### config.mk
export PLATFORM = sky130hd
export DESIGN_NAME = cache_refill_ctrl
export DESIGN_NICKNAME = d
export VERILOG_FILES = /design/src/rtl/cache_refill_ctrl_pkg.sv /design/src/rtl/cache_refill_ctrl_way_sel_enc.sv /design/src/rtl/cache_refill_ctrl.sv
export SDC_FILE = /design/constraint.sdc
export NUM_CORES = 1
export LEC_CHECK = 0
export ABC_AREA = 1
export CAP_MARGIN = 0
export CORE_ASPECT_RATIO = 0.5
export CORE_UTILIZATION = 40
export CTS_BUF_LIST = sky130_fd_sc_hd__clkbuf_4 sky130_fd_sc_hd__clkbuf_8
export DETAILED_ROUTE_END_ITERATION = 10
export DONT_BUFFER_PORTS = 1
export GPL_ROUTABILITY_DRIVEN = 1
export GPL_TIMING_DRIVEN = 0
export SLEW_MARGIN = 40
export SYNTH_ARGS = -nofsm -noshare
export SYNTH_HDL_FRONTEND = slang
export SYNTH_HIERARCHICAL = 1
export SYNTH_SLANG_ARGS = --single-unit
### constraint.sdc
create_clock -name clk -period 2.9 [get_ports clk]
set_input_delay 0.145 -clock clk [delete_from_list [all_inputs] [get_ports clk]]
set_output_delay 0.145 -clock clk [all_outputs]
set_load 0.1 [all_outputs]
### src/rtl/cache_refill_ctrl_pkg.sv
// Shared definitions for the cache refill path: field widths, line size,
// refill FSM state encoding and a way-index to one-hot helper.
// No ports (package).
package cache_refill_ctrl_pkg;

    localparam int TAG_WIDTH     = 8;
    localparam int INDEX_WIDTH   = 6;
    localparam int OFFSET_WIDTH  = 2;   // word offset within a line
    localparam int WORD_WIDTH    = 32;
    localparam int WAY_NUM       = 4;
    localparam int WAY_IDX_WIDTH = 2;
    localparam int LINE_WORDS    = 2 ** OFFSET_WIDTH;

    typedef enum logic [1:0] {
        ST_IDLE = 2'd0,
        ST_REQ  = 2'd1,
        ST_FILL = 2'd2,
        ST_DONE = 2'd3
    } refill_state_t;

    function automatic logic [WAY_NUM-1:0] way_onehot(input logic [WAY_IDX_WIDTH-1:0] idx);
        way_onehot = WAY_NUM'(1) << idx;
    endfunction

endpackage

### src/rtl/cache_refill_ctrl_way_sel_enc.sv
// Victim way priority encoder: lowest-numbered asserted replace enable wins,
// no enable asserted selects way 0.
// Ports:
//   replace_en  in  WAY_NUM        per-way replace enables
//   way_idx     out WAY_IDX_WIDTH  selected victim way index
module cache_refill_ctrl_way_sel_enc
    import cache_refill_ctrl_pkg::*;
(
    input  logic [WAY_NUM-1:0]       replace_en,
    output logic [WAY_IDX_WIDTH-1:0] way_idx
);

    always_comb begin
        way_idx = '0;
        if (replace_en[0])      way_idx = 2'd0;
        else if (replace_en[1]) way_idx = 2'd1;
        else if (replace_en[2]) way_idx = 2'd2;
        else if (replace_en[3]) way_idx = 2'd3;
    end

endmodule

### src/rtl/cache_refill_ctrl.sv
// Cache line refill controller. On a miss it latches the request, fetches the
// line base address from memory, writes each returned word into the victim way
// (merging the store word on a store miss), captures the critical word on a
// load miss, then writes the tag/dirty bit and releases the pipeline.
// In idle it also forwards store hits to the data array write port.
//
// State | meaning
// IDLE  | waiting for a miss; forwards store hits
// REQ   | mem_req held with line address until mem_ack
// FILL  | one data-array write per mem_rvalid beat
// DONE  | tag/dirty write, load_valid on load miss (1 cycle)
//
// Ports:
//   clk, rst_n                         clock, async active-low reset
//   wr_r1, tag_r1, index_r1, offset_r1 request type and address fields
//   store_data_r1                      store data
//   hit_en_r1                          hit vector (store-hit forwarding only)
//   read_main_memory_en_r1             miss, refill required
//   wayN_replace_en_r1                 victim way selects
//   mem_req/mem_addr/mem_ack           line fetch request handshake
//   mem_rvalid/mem_rdata               returned line words
//   stall                              upstream pipeline hold
//   refill_we/index/offset/wdata       data-array write port
//   tag_we/tag_wdata/dirty_wdata       tag-array write port
//   load_data/load_valid               critical word for a load miss
module cache_refill_ctrl
    import cache_refill_ctrl_pkg::*;
#(
    parameter int BYTE_OFF = 2
) (
    input  logic                                              clk,
    input  logic                                              rst_n,
    input  logic                                              wr_r1,
    input  logic [TAG_WIDTH-1:0]                              tag_r1,
    input  logic [INDEX_WIDTH-1:0]                            index_r1,
    input  logic [OFFSET_WIDTH-1:0]                           offset_r1,
    input  logic [WORD_WIDTH-1:0]                             store_data_r1,
    input  logic [WAY_NUM-1:0]                                hit_en_r1,
    input  logic                                              read_main_memory_en_r1,
    input  logic                                              way0_replace_en_r1,
    input  logic                                              way1_replace_en_r1,
    input  logic                                              way2_replace_en_r1,
    input  logic                                              way3_replace_en_r1,
    output logic                                              mem_req,
    output logic [TAG_WIDTH+INDEX_WIDTH+OFFSET_WIDTH+BYTE_OFF-1:0] mem_addr,
    input  logic                                              mem_ack,
    input  logic                                              mem_rvalid,
    input  logic [WORD_WIDTH-1:0]                             mem_rdata,
    output logic                                              stall,
    output logic [WAY_NUM-1:0]                                refill_we,
    output logic [INDEX_WIDTH-1:0]                            refill_index,
    output logic [OFFSET_WIDTH-1:0]                           refill_offset,
    output logic [WORD_WIDTH-1:0]                             refill_wdata,
    output logic [WAY_NUM-1:0]                                tag_we,
    output logic [TAG_WIDTH-1:0]                              tag_wdata,
    output logic                                              dirty_wdata,
    output logic [WORD_WIDTH-1:0]                             load_data,
    output logic                                              load_valid
);

    refill_state_t             state, state_nxt;
    logic [OFFSET_WIDTH-1:0]   cnt;
    logic [TAG_WIDTH-1:0]      lat_tag;
    logic [INDEX_WIDTH-1:0]    lat_index;
    logic [OFFSET_WIDTH-1:0]   lat_offset;
    logic                      lat_wr;
    logic [WORD_WIDTH-1:0]     lat_store_data;
    logic [WAY_IDX_WIDTH-1:0]  lat_way;
    logic [WAY_IDX_WIDTH-1:0]  victim_idx;
    logic [WAY_NUM-1:0]        victim_oh;
    logic                      miss_accept;
    logic                      beat;
    logic                      crit_word;
    logic                      last_word;

    cache_refill_ctrl_way_sel_enc u_way_sel_enc (
        .replace_en ({way3_replace_en_r1, way2_replace_en_r1,
                      way1_replace_en_r1, way0_replace_en_r1}),
        .way_idx    (victim_idx)
    );

    assign victim_oh   = way_onehot(lat_way);
    assign miss_accept = (state == ST_IDLE) && read_main_memory_en_r1;
    assign beat        = (state == ST_FILL) && mem_rvalid;
    assign crit_word   = (cnt == lat_offset);
    assign last_word   = (cnt == OFFSET_WIDTH'(LINE_WORDS - 1));

    always_ff @(posedge clk or negedge rst_n) begin
        if (!rst_n) begin
            state          <= ST_IDLE;
            cnt            <= '0;
            lat_tag        <= '0;
            lat_index      <= '0;
            lat_offset     <= '0;
            lat_wr         <= 1'b0;
            lat_store_data <= '0;
            lat_way        <= '0;
            load_data      <= '0;
        end else begin
            state <= state_nxt;
            if (miss_accept) begin
                lat_tag        <= tag_r1;
                lat_index      <= index_r1;
                lat_offset     <= offset_r1;
                lat_wr         <= wr_r1;
                lat_store_data <= store_data_r1;
                lat_way        <= victim_idx;
            end
            if (state == ST_REQ && mem_ack) begin
                cnt <= '0;
            end else if (beat) begin
                cnt <= cnt + OFFSET_WIDTH'(1);
            end
            if (beat && !lat_wr && crit_word) begin
                load_data <= mem_rdata;
            end
        end
    end

    // Outputs are qualified with rst_n so the idle pass-through paths
    // (stall, store-hit forwarding) also read zero while reset is held.
    always_comb begin
        state_nxt     = state;
        stall         = 1'b0;
        mem_req       = 1'b0;
        mem_addr      = '0;
        refill_we     = '0;
        refill_index  = '0;
        refill_offset = '0;
        refill_wdata  = '0;
        tag_we        = '0;
        tag_wdata     = '0;
        dirty_wdata   = 1'b0;
        load_valid    = 1'b0;
        if (rst_n) begin
            case (state)
                ST_IDLE: begin
                    if (read_main_memory_en_r1) begin
                        stall     = 1'b1;
                        state_nxt = ST_REQ;
                    end else if (wr_r1 && (|hit_en_r1)) begin
                        refill_we     = hit_en_r1;
                        refill_index  = index_r1;
                        refill_offset = offset_r1;
                        refill_wdata  = store_data_r1;
                    end
                end
                ST_REQ: begin
                    stall    = 1'b1;
                    mem_req  = 1'b1;
                    mem_addr = {lat_tag, lat_index, {OFFSET_WIDTH{1'b0}}, {BYTE_OFF{1'b0}}};
                    if (mem_ack) begin
                        state_nxt = ST_FILL;
                    end
                end
                ST_FILL: begin
                    stall = 1'b1;
                    if (mem_rvalid) begin
                        refill_we     = victim_oh;
                        refill_index  = lat_index;
                        refill_offset = cnt;
                        refill_wdata  = (lat_wr && crit_word) ? lat_store_data : mem_rdata;
                        if (last_word) begin
                            state_nxt = ST_DONE;
                        end
                    end
                end
                ST_DONE: begin
                    tag_we      = victim_oh;
                    tag_wdata   = lat_tag;
                    dirty_wdata = lat_wr;
                    load_valid  = !lat_wr;
                    state_nxt   = ST_IDLE;
                end
                default: begin
                    state_nxt = ST_IDLE;
                end
            endcase
        end
    end

endmodule

==> impl_metrics.env <==
export IMPL_combPwrFrac=0.516
export IMPL_cp_max_fo=5
export IMPL_routedWlPerCell_um=17.9
export IMPL_synth_area_mm2=0.00477
export IMPL_synth_largest_area_cell="dfrtp_1"
export IMPL_core_mm2=0.0113
export IMPL_numCtsBuffers=9
export IMPL_dp_cells=821
export IMPL_synth_yosys_seq_area_share=0.456
export IMPL_cap_violations=0
export IMPL_critical_path_slowest_cell="a21oi_4"
export IMPL_worst_r2r_startpoint="state[0]"
export IMPL_p_leak_nw=2.98
export IMPL_grt_pass1_wl_mm=26.0
export IMPL_hold_viol=0
export IMPL_multi_input_area_mm2=0.00274
export IMPL_period_needed_ps=2790
export IMPL_placed_area_mm2=0.00575
export IMPL_path_cells="inv_1 -> ha_2 -> inv_1 -> nor2_1 -> nand2_1 -> a21oi_4 -> buf_12 -> clkbuf_4 -> nand2_1 -> a21oi_4"
export IMPL_fin_area_mm2=0.00696
export IMPL_whs_ps=56.8
export IMPL_end_kind="output pin"
export IMPL_hp_class="input port to flip-flop"
export IMPL_grtUsageTotal=0.274
export IMPL_drive_above_1_share=0.219
export IMPL_wl_met2_mm=7.92
export IMPL_io_pins=204
export IMPL_grt_pass1_vias=5001
export IMPL_ys_ff_latch=87
export IMPL_worst_pin_slew_ps=895
export IMPL_yosysWarnings=6
export IMPL_io_buffer_count=0
export IMPL_routed_wl_mm=16.6
export IMPL_critPathKind="flip-flop to output pin"
export IMPL_drv_slew=0
export IMPL_drt_initial_drc_count=384
export IMPL_syn_avg_cell_area_um2=7.28
export IMPL_finalNonFillerCells=926
export IMPL_synth_ff_type="dfrtp_1"
export IMPL_peakVddDrop_uv=634
export IMPL_p_switching_w=0.00460
export IMPL_switching_share=0.600
export IMPL_gp_congestion=0.780
export IMPL_synth_cells=655
export IMPL_dr_max_layer_used="met4"
export IMPL_dr_pass1_iters=5
export IMPL_n_antenna_cell=0
export IMPL_cts_htree_levels=3
export IMPL_overflow=0
export IMPL_power_density_mw_per_mm2=1100
export IMPL_cp_required_ps=2760
export IMPL_worst_path_buf_inv=4
export IMPL_power_frac_seq=0.360
export IMPL_cts_buffer_depth=2
export IMPL_post_dp_hpwl_mm=11.1
export IMPL_num_rows=27
export IMPL_nFillCells=1033
export IMPL_clk_pin_slew_ps=90
export IMPL_vias_per_cell=5.23
export IMPL_die_height_um=79.2
export IMPL_startpoint_type="flip-flop"
export IMPL_route_met3_wl_mm=1.28
export IMPL_startpoint="state[1]"
export IMPL_async_reset_ff_frac=1.00
export IMPL_nets=862
export IMPL_synthTopCellsByArea="dfrtp_1 46%, a21oi_1 9.8%, nand2_1 9.7%"
export IMPL_critPathMaxStageDelay_ps=610
export IMPL_synth_edf_count=0
export IMPL_min_delay_start="mem_rvalid"
export IMPL_clk_latency_ps=370
export IMPL_synth_distinct_cells=26
export IMPL_vias=4847
export IMPL_clock_sinks=87
export IMPL_regArea_mm2=0.00221
export IMPL_outcome="complete, no violations"
export IMPL_clock_skew_ps=10.7
export IMPL_cts_root_buf="clkbuf_8"
export IMPL_start_util=0.423
export IMPL_relSlewSlack=0.403
export IMPL_p_int_w=0.00307
export IMPL_met1Wirelength_mm=7.27
export IMPL_max_clock_freq_mhz=359
export IMPL_antenna_found_initial=0
export IMPL_die_w_um=156
export IMPL_area_delta_synth_final_pct=45.8
export IMPL_setup_viol=0
export IMPL_finalCritPeriodShare=0.961
export IMPL_cp_arrival_ps=2640
export IMPL_drc=0
export IMPL_synth_top_cell_area_share=0.456
export IMPL_grt_max_degree=88
export IMPL_ant_nets=0
export IMPL_fp_dieArea_mm2=0.0124
export IMPL_pwr_share_clk=0.125
export IMPL_crit_family="compound AO/OA/AOI/OAI gates"
export IMPL_tritoncts="built"
[final cells by class]
class                      instances  share of cell area
clock buffer                       9              0.0178
inverter                          94              0.0512
buffer                            48              0.0370
clock inverter                     7              0.0137
timing repair buffer              93               0.140
sequential                        87               0.318
multi-input combinational        429               0.393
tap                              159              0.0286
[path summary, 6_finish.rpt]
path,to,slack [ps],cells past startpoint
max in group asynchronous,load_data[29],2110,2
min in group asynchronous,lat_way[1],350,2
worst min register to register,lat_store_data[24],520,2
worst min-delay path,cnt[0],60,2
worst max-delay path,refill_wdata[13],110,10
worst max register to register,load_data[0],800,8
[cell families (layout without fill, tap and decap cells)]
logic type / after synthesis / count (layout) / synth area share
AND/OR/NAND/NOR: 279 / 279 / 0.250
buffers and inverters: 142 / 251 / 0.119
AO/OA/AOI/OAI: 138 / 138 / 0.150
flip-flops: 87 / 87 / 0.456
adder cells (fa/ha/maj): 6 / 6 / 0.0157
other: 1 / 4 / 0.000786
XOR/XNOR: 1 / 1 / 0.00577
multiplexers: 1 / 1 / 0.00236
[cells in the mapped netlist, types with 2 or more instances]
cell type  count
inv_1         92
buf_2         16
o21ai_0        6
a32oi_1        3
dfrtp_1       87
inv_2          2
a21oi_2        2
clkbuf_1      25
buf_1          3
nand4_1       32
nand2_1      123
nand3_1       32
ha_1           6
a21oi_1       93
nor2_1        85
o21ai_1       32
buf_4          4
nor3_1         4
[stage by stage]
stage	power (W)	setup TNS, ps	utilization	setup WS (ps)
after global routing	0.00811	-64.7	0.617	-26.2
final	0.00768	0	0.617	113
after CTS	0.00760	-358	0.607	-31.6
after detailed placement	0.00650	0	0.510	350
after floorplan	0.00555	0	-	102
after global placement	0.00608	-164	0.455	-164
[layout by cell type, fill, tap and decap left out, types with 5 or more instances in the layout]
cell	Yosys	routed
ha_1	6	5
nor2_4	0	30
a21oi_1	93	54
o21ai_0	6	6
nand3_1	32	32
nor2_1	85	55
clkbuf_1	25	18
dfrtp_2	0	30
buf_2	16	14
dlygate4sd3_1	0	85
inv_1	92	91
buf_4	4	5
a21oi_4	0	40
clkbuf_2	0	6
nand4_1	32	32
dfrtp_1	87	57
clkbuf_8	0	9
o21ai_1	32	32
nand2_1	123	123
[registers in the layout, summed over array words and instances, names as in the netlist]
name	count
state	2
cnt	2
lat_index	6
load_data	32
lat_wr	1
lat_tag	8
lat_way	2
lat_offset	2
lat_store_data	32
[timing repair]
item / CTS / global route
setup buffers: 0 / 2
setup endpoints to repair: 27 / 41
hold buffers: 86 / 0
gates cloned: 0 / 1
pin swaps: 20 / 8
endpoints found under the hold margin: 172 / 0
gates resized for setup: 2 / 23
[power groups by stage]
stage / Combinational (W) / Sequential [W] / Clock, W
global placement: 0.00335 / 0.00274 / 0
CTS: 0.00388 / 0.00274 / 0.000986
floorplan: 0.00286 / 0.00269 / 0
detailed placement: 0.00374 / 0.00276 / 0
finish: 0.00396 / 0.00276 / 0.000958
global route: 0.00426 / 0.00282 / 0.00103
[routing by layer]
metal  vias to the layer above  GRT usage
met3                        14     0.0786
met1                      2345      0.337
li1                       2304          -
met2                       184      0.480
met5                         -          0
met4                         0     0.0559
No activity file was read; power rests on OpenSTA's default activity.
